### src/rtl/ex_pkg.sv
// Shared types for the execute result stage:
// op slot indices, the EX/MEM result bundle and skid-buffer state.
package ex_pkg;

    localparam int XLEN    = 32;
    localparam int NUM_OPS = 13;

    typedef enum logic [3:0] {
        OP_ADD  = 4'd0,
        OP_SUB  = 4'd1,
        OP_XOR  = 4'd2,
        OP_OR   = 4'd3,
        OP_AND  = 4'd4,
        OP_SLL  = 4'd5,
        OP_SRL  = 4'd6,
        OP_SRA  = 4'd7,
        OP_SLT  = 4'd8,
        OP_SLTU = 4'd9,
        OP_EQ   = 4'd10,
        OP_GE   = 4'd11,
        OP_GEU  = 4'd12
    } op_idx_e;

    typedef struct packed {
        logic [XLEN-1:0] rslt;
        logic [4:0]      rd;
        logic            wb_en;
        logic            br_taken;
        logic [XLEN-1:0] br_target;
        logic            err;
    } ex_result_t;

    typedef enum logic [1:0] {
        ST_EMPTY = 2'd0,
        ST_ONE   = 2'd1,
        ST_TWO   = 2'd2
    } buf_state_e;

    function automatic logic is_onehot(input logic [NUM_OPS-1:0] v);
        int cnt;
        cnt = 0;
        for (int i = 0; i < NUM_OPS; i++) begin
            cnt = cnt + int'(v[i]);
        end
        return cnt == 1;
    endfunction

endpackage

### src/rtl/ex_skid_buf.sv
// Two-entry skid buffer; ready comes straight from the state register
// so downstream back-pressure never reaches upstream combinationally.
module ex_skid_buf
    import ex_pkg::*;
#(
    parameter type T = logic [7:0]
) (
    input  logic clk,
    input  logic rst_n,
    input  logic flush,
    input  logic in_valid,
    output logic in_ready,
    input  T     in_data,
    output logic out_valid,
    input  logic out_ready,
    output T     out_data
);

    buf_state_e state_q, state_d;
    T           main_q, main_d;
    T           skid_q, skid_d;
    logic       accept;
    logic       pop;

    assign in_ready  = (state_q != ST_TWO);
    assign out_valid = (state_q != ST_EMPTY);
    assign out_data  = main_q;
    assign accept    = in_valid & in_ready;
    assign pop       = out_valid & out_ready;

    always_comb begin
        state_d = state_q;
        main_d  = main_q;
        skid_d  = skid_q;
        if (flush) begin
            state_d = ST_EMPTY;
        end else begin
            unique case (state_q)
                ST_EMPTY: begin
                    if (accept) begin
                        state_d = ST_ONE;
                        main_d  = in_data;
                    end
                end
                ST_ONE: begin
                    if (accept && pop) begin
                        main_d = in_data;
                    end else if (accept) begin
                        state_d = ST_TWO;
                        skid_d  = in_data;
                    end else if (pop) begin
                        state_d = ST_EMPTY;
                    end
                end
                ST_TWO: begin
                    // skid is always the younger entry
                    if (pop) begin
                        state_d = ST_ONE;
                        main_d  = skid_q;
                    end
                end
                default: state_d = ST_EMPTY;
            endcase
        end
    end

    always_ff @(posedge clk or negedge rst_n) begin
        if (!rst_n) begin
            state_q <= ST_EMPTY;
            main_q  <= '0;
            skid_q  <= '0;
        end else begin
            state_q <= state_d;
            main_q  <= main_d;
            skid_q  <= skid_d;
        end
    end

endmodule

### src/rtl/ex_result_stage.sv
// Merges gated op-unit results, resolves branches and registers the
// bundle into the EX/MEM boundary through a two-entry skid buffer.
module ex_result_stage #(
    parameter int XLEN    = 32,
    parameter int NUM_OPS = 13
) (
    input  logic                    clk,
    input  logic                    rst_n,
    input  logic                    flush,
    input  logic                    in_valid,
    output logic                    in_ready,
    input  logic [NUM_OPS-1:0]      op_sel,
    input  logic [NUM_OPS*XLEN-1:0] op_res,
    input  logic                    is_branch,
    input  logic                    br_inv,
    input  logic [XLEN-1:0]         pc,
    input  logic [XLEN-1:0]         br_off,
    input  logic [4:0]              rd,
    input  logic                    wb_en,
    output logic                    out_valid,
    input  logic                    out_ready,
    output logic [XLEN-1:0]         out_rslt,
    output logic [4:0]              out_rd,
    output logic                    out_wb_en,
    output logic                    out_br_taken,
    output logic [XLEN-1:0]         out_br_target,
    output logic                    out_err
);

    import ex_pkg::*;

    logic [XLEN-1:0] merged;
    logic            err;
    ex_result_t      ent;
    ex_result_t      out_ent;

    always_comb begin
        // unselected units drive zero, so OR is a mux
        merged = '0;
        for (int k = 0; k < NUM_OPS; k++) begin
            merged = merged | op_res[k*XLEN +: XLEN];
        end
        err           = ~is_onehot(op_sel);
        ent           = '0;
        ent.rslt      = err ? '0 : merged;
        ent.rd        = rd;
        ent.wb_en     = wb_en & ~is_branch & ~err & (rd != 5'd0);
        ent.br_taken  = is_branch & (merged[0] ^ br_inv) & ~err;
        ent.br_target = pc + br_off;
        ent.err       = err;
    end

    ex_skid_buf #(
        .T (ex_result_t)
    ) u_buf (
        .clk       (clk),
        .rst_n     (rst_n),
        .flush     (flush),
        .in_valid  (in_valid),
        .in_ready  (in_ready),
        .in_data   (ent),
        .out_valid (out_valid),
        .out_ready (out_ready),
        .out_data  (out_ent)
    );

    assign out_rslt      = out_ent.rslt;
    assign out_rd        = out_ent.rd;
    assign out_wb_en     = out_ent.wb_en;
    assign out_br_taken  = out_ent.br_taken;
    assign out_br_target = out_ent.br_target;
    assign out_err       = out_ent.err;

endmodule
### config.mk
export PLATFORM = sky130hd
export DESIGN_NAME = ex_result_stage
export DESIGN_NICKNAME = d
export VERILOG_FILES = /design/src/rtl/ex_pkg.sv /design/src/rtl/ex_skid_buf.sv /design/src/rtl/ex_result_stage.sv
export SDC_FILE = /design/constraint.sdc
export NUM_CORES = 1
export LEC_CHECK = 0
export ABC_AREA = 1
export CORE_AREA = 3 3 223 225
export DETAILED_ROUTE_END_ITERATION = 10
export DIE_AREA = 0 0 226 228
export SKIP_LAST_GASP = 1
export SLEW_MARGIN = 20
export SYNTH_ARGS = -nofsm -noshare
export SYNTH_HDL_FRONTEND = slang
export SYNTH_HIERARCHICAL = 1
export SYNTH_SLANG_ARGS = --single-unit
### constraint.sdc
create_clock -name clk -period 2.2 [get_ports clk]
set_clock_uncertainty 0.2 [all_clocks]
set_input_delay 0.55 -clock clk [delete_from_list [all_inputs] [get_ports clk]]
set_output_delay 0.55 -clock clk [all_outputs]
set_load 0.02 [all_outputs]
==> flow_summary.json <==
{
  "cp-end-kind": "flip-flop",
  "hold_path_class": "reg -> reg",
  "r2r-end": "u_buf/out_data[55]$_DFFE_PN0P_",
  "synthesis.instances": 1610,
  "whs_path_depth": 2,
  "hold_violations": 0,
  "ys_warn_count": 6,
  "p_seq_frac": 0.287,
  "required_ns": 2.37,
  "start_util": 0.2220,
  "die_h_um": 228,
  "fp.dieArea_um2": 51530,
  "critPathMaxFanout": 8,
  "rows": 80,
  "drc": 0,
  "synth_fp_nets": 2159,
  "synth_cell_types": 37,
  "nFillCells": 4799,
  "place.gp.congestion": 0.9673,
  "placed_area_um2": 18500,
  "p_comb_frac": 0.519,
  "htree_levels": 4,
  "ant_nets": 0,
  "hpwlAfterDp_um": 48510,
  "via_per_inst": 4.600,
  "synth_common_cells": "598 x nand2_1, 216 x inv_1, 172 x nand3_1",
  "vias": 13700,
  "switching_share": 0.4103,
  "netlist_top_cells_area": "dfrtp_1 34%, nand2_1 21%, nand3_1 8.1%, inv_1 7.6%, ha_1 4.0%",
  "drt_pass1_iterations": 5,
  "synth_top_area_cell": "dfrtp_1",
  "hold-path-endpoint": "u_buf/out_data[28]$_DFFE_PN0P_",
  "clkLatencyLatePin_ns": 0.44,
  "failed_checks": "negative setup slack",
  "final_cell_area_um2": 20540,
  "rsz0062_at_grt": "yes",
  "p_leak_nw": 10.13,
  "outcome": "finished with violations",
  "cts_buffer_depth": 2,
  "routed_wl_um": 60540,
  "portBuffers": 579,
  "yosysSeqAreaShare": 0.3447,
  "cts.clk_slew.worst_paths_ns": 0.06,
  "slew_violations": 0,
  "power_density_nw_per_um2": 728.6,
  "antenna_found_initial": 24,
  "layout.nets": 2889,
  "intPower_mw": 8.825,
  "setup_slack_ns": -2.140,
  "crit_start": "op_sel[9]",
  "cts-buffers-inserted": 17,
  "grt_max_degree": 75,
  "die_w_um": 226,
  "min_from": "u_buf/out_data[28]$_DFFE_PN0P_",
  "period_share": 1.973,
  "fmax_ghz": 0.2304,
  "root_buffer": "clkbuf_16",
  "areaGrowthSynthToFinish_pct": 93.78,
  "cts_tree": "built",
  "numClockSinks": 146,
  "grt.total_usage": 0.2267,
  "pre_cts_ws_ns": -3.030,
  "initialDrtViolationCount": 786,
  "io_pins": 580,
  "ff2ff_path_depth": 8,
  "syn_area_um2": 10600,
  "synth_top_area_share": 0.3447,
  "wl_per_cell_um": 20.34,
  "maxCapViolations": 0,
  "min_period_ns": 4.340,
  "max_slew_margin": 0.4363,
  "p_sw_mw": 6.140,
  "overflow": 0,
  "async_flop_share": 1.000,
  "critPathArrivalTime_ns": 4.51,
  "synth-seq-cells": 146,
  "tightest_slew_ns": 0.8455,
  "yosysMostFrequentCell": "nand2_1",
  "grt_pass1_wl_um": 87540,
  "crit_type": "in -> reg",
  "drive_gt1_frac": 0.2172,
  "cp-start-kind": "input port",
  "utilization": 0.4302,
  "timing.reg2reg.setup_slack_ns": 0.13,
  "syn_area_per_cell_um2": 6.584,
  "setup_viol": 70,
  "core_um2": 47750,
  "synth_ff_type": "dfrtp_1",
  "synth_edf_count": 0,
  "grt_pass1_vias": 14010,
  "power_frac_clock": 0.193,
  "r2r-start": "u_buf/state_q[1]$_DFFE_PN0P_",
  "ir_drop_uv": 478.3
}
-- cells in the final DEF (no fill, tap or decap), types with 34 or more instances in the layout --
cell	count
nor2_1	47
nor3_1	34
dlygate4sd2_1	91
nand2_1	508
nand3_1	162
nor4_1	62
inv_1	201
o21ai_1	50
nand2_2	69
buf_4	170
dfrtp_1	145
clkdlybuf4s50_1	439
-- worst max-delay path, cell delays in order --
cell,delay [ns]
buf_6,0.09
fa_1,0.49
fa_1,0.51
inv_1,0.05
fa_1,0.49
fa_1,0.43
fa_2,0.38
fa_2,0.54
o211a_4,0.19
nand2_8,0.11
buf_16,0.18
a41oi_4,0.17
nand2_1,0.07
nand2_1,0.08
nand3_1,0.08
nand2_1,0.09
-- final cells by class --
cell class	instances	area [µm²]	share of cell area
Multi-Input combinational cell	1182	7313	0.3560
Tap cell	615	769.5	0.03746
Timing Repair Buffer	774	7380	0.3593
Clock buffer	18	439.2	0.02138
Clock inverter	14	133.9	0.006518
Inverter	219	825.8	0.04020
Antenna cell	9	22.52	0.001096
Sequential cell	146	3657	0.1780
-- state kept, by name, summed over array words and instances (netlist names) --
signal / flops
u_buf/out_data: 72
u_buf/skid_q: 72
u_buf/state_q: 2
-- what timing repair did --
action,in CTS,in global routing
endpoints found under the setup margin,184,124
gates cloned,2,0
pin swaps,69,116
hold endpoints to repair,39,0
gates resized for setup,253,213
setup buffers,17,19
hold buffers,1,0
-- how the worst max path moves through the flow --
stage	depth (start not counted)	to	slack, ns
4_1_cts	16	u_buf/out_data[60]$_DFFE_PN0P_	-2.28
6_report	16	u_buf/out_data[55]$_DFFE_PN0P_	-2.14
3_3_place_gp	16	u_buf/out_data[42]$_DFFE_PN0P_	-2.95
3_5_place_dp	18	u_buf/out_data[42]$_DFFE_PN0P_	-3.03
5_1_grt	16	u_buf/out_data[55]$_DFFE_PN0P_	-2.29
2_1_floorplan	15	u_buf/out_data[69]$_DFFE_PN0P_	-2.25
-- kinds of logic after synthesis --
logic type                 after synthesis  synth area share
and+or+nand+nor                        985            0.4013
buffers and inverters                  282            0.1061
adders and majority gates               43           0.05713
xor gates and xnor gates                16           0.01322
DFF                                    146            0.3447
AOI/OAI and AO/OA                      138           0.07755
-- power groups by stage --
| stage | registers, mW | logic, mW | clock network (mW) |
|---|---|---|---|
| 2_1_floorplan | 4.72 | 3.16 | 0 |
| 3_3_place_gp | 4.31 | 6.89 | 0 |
| 3_5_place_dp | 4.34 | 7.05 | 0 |
| 4_1_cts | 4.29 | 7.43 | 2.98 |
| 5_1_grt | 4.43 | 8.50 | 3.08 |
| 6_report | 4.30 | 7.77 | 2.89 |
-- layer usage --
layer | wire, µm | global-route usage | part of all wire
met5 | 102 | 0 | 0.0017
met4 | 2362 | 0.09613 | 0.039
met3 | 3991 | 0.04860 | 0.066
met2 | 31090 | 0.4131 | 0.51
met1 | 22990 | 0.2526 | 0.38
-- through the flow --
stage	cells	hold WS, ns	setup TNS (ns)	power [mW]
3_5_place_dp	2898	0.2594	-244.69	11.40
4_1_cts	2950	0.2712	-153.22	14.70
2_1_floorplan	1610	0.05441	-151.37	7.882
5_1_grt	2976	0.2862	-152.88	16.01
3_3_place_gp	2898	0.2550	-236.33	11.20
6_report	2977	0.2684	-143.29	14.97
(Power assumes the default switching activity.)
==> variant 1: new RTL, same settings <==
`NUM_OPS` is set to 13 in 2 places; all go to 14.
--- a/src/rtl/ex_pkg.sv
+++ b/src/rtl/ex_pkg.sv
@@ -5,3 +5,3 @@
     localparam int XLEN    = 32;
-    localparam int NUM_OPS = 13;
+    localparam int NUM_OPS = 14;
 
--- a/src/rtl/ex_result_stage.sv
+++ b/src/rtl/ex_result_stage.sv
@@ -4,3 +4,3 @@
     parameter int XLEN    = 32,
-    parameter int NUM_OPS = 13
+    parameter int NUM_OPS = 14
 ) (
Interface: changed (resized op_res and op_sel); port bits go from 580 to 613. The function was not compared with the original's and may differ.
==> variant 1 against the unedited design <==
  * The run still ends with setup timing left
  * Routed wire length down 7.4%
  * Area after synthesis up 0.53%
  * Sequential cell count unchanged
  * Core utilization down 0.17 points
  * Sequential share of layout area up 0.075 points
  * Count of clock-buffer cells in the layout unchanged
  * Non-clock buffer count down 25
  * Register-to-register slack better by 0.08 ns
  * Total power up 6.3%
  * Final area down 0.38%
  * Worst setup slack worse by 0.11 ns
  * Largest cell class unchanged
  * Highest routed layer unchanged
==> variant 1: results (changes against the unedited design) <==
----------------------------------------------------
[Worst setup path]
  Data arrival, critical path ... 4.62 ns (+0.11 ns)
  Maximum fanout count along the critical path ... 7 (-1)

[GRT]
  Number of global-route vias before repair ... 13729 (-2.0%)
  Initial antenna violation count ... 15 (-38%)
  Wire length of the first global-routing pass ... 81.8 mm (-6.6%)
  Pin count of the biggest net entering global routing ... 75 (unchanged)
  Overall fraction of global-route tracks in use ... 0.209 (-0.0173)

[Cells and area]
  Layout cells sized above 1 ... 0.178 (-0.0390)
  Number of nets in the finished design ... 2916 (+0.93%)

[Pwr]
  Maximum vdd drop ... 528 uV (+10%)
  Cell leakage power ... 10.1 nW (-0.10%)
  Power dissipated in sequential cells ... 4.43 mW (+3%)
  Clock group total power ... 3.15 mW (+9.0%)

[Drt]
  Starting DRT DRC Count ... 715 (-9.0%)
  Total routed wirelength ... 56.1 mm (-7.4%)
  Average via count per standard cell ... 4.51 (-2.0%)

[Place]
  Detailed placement HPWL ... 44.1 mm (-9.1%)
  Post-Place Worst Slack ... -3.09 ns (-0.0612 ns)
  IO Port Bufs ... 612 (+5.7%)
  Placer congestion estimate ... 0.952 (-1.6%)

[Yosys]
  Adder-cell share of the synthesized area ... 0.0587 (+0.00158)
  Share of the yosys chip area belonging to registers ... 0.343 (-0.00182)
  Xor-xnor portion of the synthesized cell area ... 0.0140 (+0.000752)
  Share of the synthesized area in compound gates (AO/OA/AOI/OAI) ... 0.0635 (-0.0140)
  Cell types occupying the most area after synthesis ... dfrtp_1 34%, nand2_1 21%, nand3_1 8.1%, inv_1 7.3%, nor4_1 5.5%
  Count of unique library cells instantiated by Yosys ... 37 (unchanged)
  Top cell types by occurrence after synthesis ... 603 x nand2_1, 207 x inv_1, 173 x nand3_1
  Syn_nets ... 2211 (+2.4%)

[Timing]
  Post-route setup slack ... -2.25 ns (-0.106 ns)
  Final setup violating endpoints ... 70 (unchanged)
  Relative slew margins ... 0.648 (+0.212)

[Status]
  Violated checks ... setup timing
  Outcome ... finished with violations

[CTS]
  Number of buffers created by CTS ... 17 (unchanged)
  Clock Pin Slew Worst Setup and Hold Paths ... 0.06 ns (about the same)

----------------------------------------------------
variant 1: cell count changes in the layout (fill, tap and decap cells not counted), sizes merged, moves of 6 or more:
cell           change
buf               -56
nor3              -34
a41oi             -31
clkdlybuf4s50     +31
and3              +30
nor4              +30
a21oi             +28
inv               -17
nand2              +9
dlygate4sd2        +8
nand4              -7
clkbuf             -6
nor2               +6
variant 1: final timing paths:
kind / slack [ns] / start / to / cells after the start
max: -2.25 / op_sel[1] / u_buf/out_data[70] / 22
min in group asynchronous: 0.41 / rst_n / u_buf/out_data[61] / 2
min: 0.27 / u_buf/out_data[14] / u_buf/out_data[14] / 2
max reg2reg: 0.21 / u_buf/state_q[1] / u_buf/out_data[44] / 9
min reg2reg: 0.27 / u_buf/out_data[14] / u_buf/out_data[14] / 2
max in group asynchronous: 0.80 / rst_n / u_buf/skid_q[15] / 3
variant 1: critical path, cell delays in order:
cell and delay [ns]:
buf_8 0.07, inv_4 0.02, fa_1 0.54, inv_2 0.04
fa_1 0.47, fa_1 0.53, inv_2 0.04, fa_1 0.42
inv_1 0.07, ha_2 0.18, inv_2 0.04, fa_1 0.50
nand2_2 0.07, nor3_4 0.19, nand2_4 0.10, buf_12 0.16
buf_16 0.16, a21oi_4 0.14, nand2_1 0.07, nand2_1 0.09
nand3_1 0.08, nand2_1 0.07
variant 1: logic make-up after synthesis:
group | count (synthesis)
AOI/OAI and AO/OA | 132
xor gates and xnor gates | 17
and+or+nand+nor | 1016
DFF | 146
adders and majority gates | 44
buffers and inverters | 273
variant 1: routing by layer:
metal / part of all wire / global-route usage
met5: 0.0010 / 0
met4: 0.024 / 0.0618
met3: 0.064 / 0.0440
met2: 0.49 / 0.366
met1: 0.42 / 0.258
variant 1: final cells by class:
cell class / instances / area, um^2
multi-input combinational: 1209 / 7200
tap: 615 / 769
sequential: 146 / 3660
clock inverter: 14 / 186
timing repair buffer: 749 / 7390
clock buffer: 18 / 439
antenna: 6 / 15.0
fill: 4860 / 27300
inverter: 210 / 806
variant 1: repair_timing:
action / in CTS / in global routing
endpoints found under the hold margin: 34 / 0
resized for setup: 268 / 153
setup buffers: 9 / 17
cloned: 3 / 1
setup endpoints to repair: 181 / 126
pin swaps: 72 / 96
hold buffers: 1 / 0
variant 1: per-stage QoR:
step	power, mW	utilization	cells	setup TNS [ns]	cell area [um^2]
after global routing	17.0	0.428	2963	-161.09	20500
after detailed placement	11.7	0.386	2898	-244.26	18400
after CTS	15.4	0.415	2943	-145.84	19800
final	15.9	0.429	2967	-150.62	20500
after global placement	11.5	0.386	2898	-242.42	18400
after floorplan	8.03	-	1628	-151.78	10800
==> variant 2: new RTL, same flow settings <==
Made on the original files. The 3 states of `buf_state_e` get a one-hot encoding in 3 bits.
--- a/src/rtl/ex_pkg.sv
+++ b/src/rtl/ex_pkg.sv
@@ -32,6 +32,6 @@
 
-    typedef enum logic [1:0] {
-        ST_EMPTY = 2'd0,
-        ST_ONE   = 2'd1,
-        ST_TWO   = 2'd2
+    typedef enum logic [2:0] {
+        ST_EMPTY = 3'b001,
+        ST_ONE   = 3'b010,
+        ST_TWO   = 3'b100
     } buf_state_e;
Formal check against the unedited RTL: same outputs for any inputs over 4 cycles, from zero or initial values and one cycle with rst_n low; so few cycles prove little.
==> variant 2 against the unedited design <==
  * The flow still finishes with violations (setup timing)
  * Global-route usage rose by 0.20 points
  * Hold slack improved by 0.013 ns
  * Worst setup slack got worse by 0.36 ns
  * Total power increased by 3.9%
  * Area after synthesis is 0.96% lower
  * Sequential share of layout area grew 0.70 points
  * Synthesized cell count fell by 3.9%
  * Sequential cell count is 1 higher
  * Via count is 3.2% lower
  * Non-clock buffer count down 32
  * Final area is 3.2% lower
  * Routed wire length up 0.12%
  * Largest cell class unchanged
  * Highest routed layer unchanged
==> variant 2: results (changes against the unedited design) <==
----------------------------------------------------
[Drt]
  Length of routed wiring on met1 ... 23.9 mm (+4.1%)
  Average via count per standard cell ... 4.58 (-0.51%)
  Drt wl/cell ... 20.9 um (+2.9%)
  Detail Route met2 WL ... 29.7 mm (-4.4%)

[Place]
  Post-Place Cells ... 2817 (-2.8%)
  Detailed placement HPWL ... 50.3 mm (+3.7%)
  Post-Place Worst Slack ... -3.29 ns (-0.257 ns)
  Placed inst area ... 18000 um^2 (-2.4%)
  Placer congestion estimate ... 0.957 (-1.0%)

[GRT]
  Met3 track demand over resource ... 0.0602 (+0.0116)
  Wire length of the first global-routing pass ... 86.5 mm (-1.2%)
  Met1 usage in global routing ... 0.266 (+0.0136)
  Number of global-route vias before repair ... 13588 (-3.0%)
  Met2 track utilization from global routing ... 0.389 (-0.0240)
  Initial antenna violation count ... 33 (+38%)
  Pin count of the biggest net entering global routing ... 62 (-17%)

[Cells and area]
  Layout cells sized above 1 ... 0.202 (-0.0157)
  Final core utilization ... 0.416 (-0.0137)
  Non-filler cells, final ... 2897 (-2.7%)
  Filler cell count in the final layout ... 4869 (+1.5%)
  Number of nets in the finished design ... 2801 (-3.0%)

[Worst setup path]
  Max stage delay on crit path ... 0.56 ns (+0.02 ns)
  Startpoint of the most critical register-to-register path ... u_buf/state_q[0]
  Beginning of the critical path ... op_sel[0]
  Maximum fanout count along the critical path ... 5 (-3)
  Endpoint of the worst register-to-register path ... u_buf/out_data[9]

[Timing]
  Post-route setup slack ... -2.50 ns (-0.362 ns)
  Setup TNS after final layout ... -167.99 ns (-24.70 ns)
  Worst Hold Slack ... 0.281 ns (+0.0129 ns)
  Worst slew pin tran ... 0.607 ns (-0.239 ns)
  Final setup violating endpoints ... 70 (unchanged)

[CTS]
  Post-cts sizing count ... 269 (+6.3%)
  Buffers inserted during post-CTS setup optimization ... 16 (-1)
  Clock Pin Slew Worst Setup and Hold Paths ... 0.06 ns (about the same)

[Pwr]
  Cell leakage power ... 9.39 nW (-7.3%)
  Maximum vdd drop ... 565 uV (+18%)

[Yosys]
  Share of the yosys chip area belonging to registers ... 0.350 (+0.00583)
  Cell types occupying the most area after synthesis ... dfrtp_1 35%, nand2_1 19%, o21ai_0 10%, inv_1 7.9%, ha_1 4.1%
  Post-synthesis cell count ... 1547 (-3.9%)

[Min path]
  Hold path start ... u_buf/skid_q[20]
  Type of the tightest min-delay check ... flop to flop
  Terminating pin of the worst hold path ... u_buf/skid_q[20]

[Status]
  Outcome ... finished with violations
  Violated checks ... setup timing

----------------------------------------------------
variant 2: cell count changes in the layout (fill, tap and decap cells not counted), moves of 17 or more:
| cell | delta |
|---|---|
| nand3_1 | -134 |
| o21ai_0 | +108 |
| nand2_1 | -30 |
| buf_4 | -27 |
| nand2_2 | -23 |
| o21ai_2 | +21 |
| nand2_4 | -17 |
variant 2: report_power, final:
| part | internal, mW | switching (mW) | total (mW) |
|---|---|---|---|
| clock network | 1.63 | 1.21 | 2.84 |
| logic | 3.74 | 4.66 | 8.40 |
| registers | 3.72 | 0.583 | 4.30 |
| total | 9.09 | 6.45 | 15.5 |
variant 2: final cells by class:
cell class | count | area share
Antenna cell | 19 | 0.00239
Clock buffer | 22 | 0.0238
Clock inverter | 8 | 0.00390
Inverter | 224 | 0.0428
Multi-Input combinational cell | 1120 | 0.344
Sequential cell | 147 | 0.185
Tap cell | 615 | 0.0387
Timing Repair Buffer | 742 | 0.360
variant 2: logic make-up (layout without fill, tap and decap cells):
logic type	after synthesis	in the layout	share of synthesized area
AO/OA/AOI/OAI	278	278	0.145
other	0	19	0
flip-flops	147	147	0.350
buffers and inverters	280	996	0.113
AND/OR/NAND/NOR	783	783	0.321
XOR/XNOR	16	16	0.0133
adder cells (fa/ha/maj)	43	43	0.0577
variant 2: worst max path at each step:
stage	end	slack, ns	cells past startpoint
6_report	u_buf/out_data[69]	-2.50	18
5_1_grt	u_buf/out_data[67]	-2.62	18
4_1_cts	u_buf/out_data[58]	-2.65	18
3_5_place_dp	u_buf/out_data[57]	-3.29	17
3_3_place_gp	u_buf/out_data[34]	-3.19	17
2_1_floorplan	u_buf/out_data[55]	-2.51	16
variant 2: worst min-delay path, cell delays in order, from the launching register on:
cell,delay [ns]
dfrtp_1,0.34
nand2_1,0.05
o21ai_0,0.06
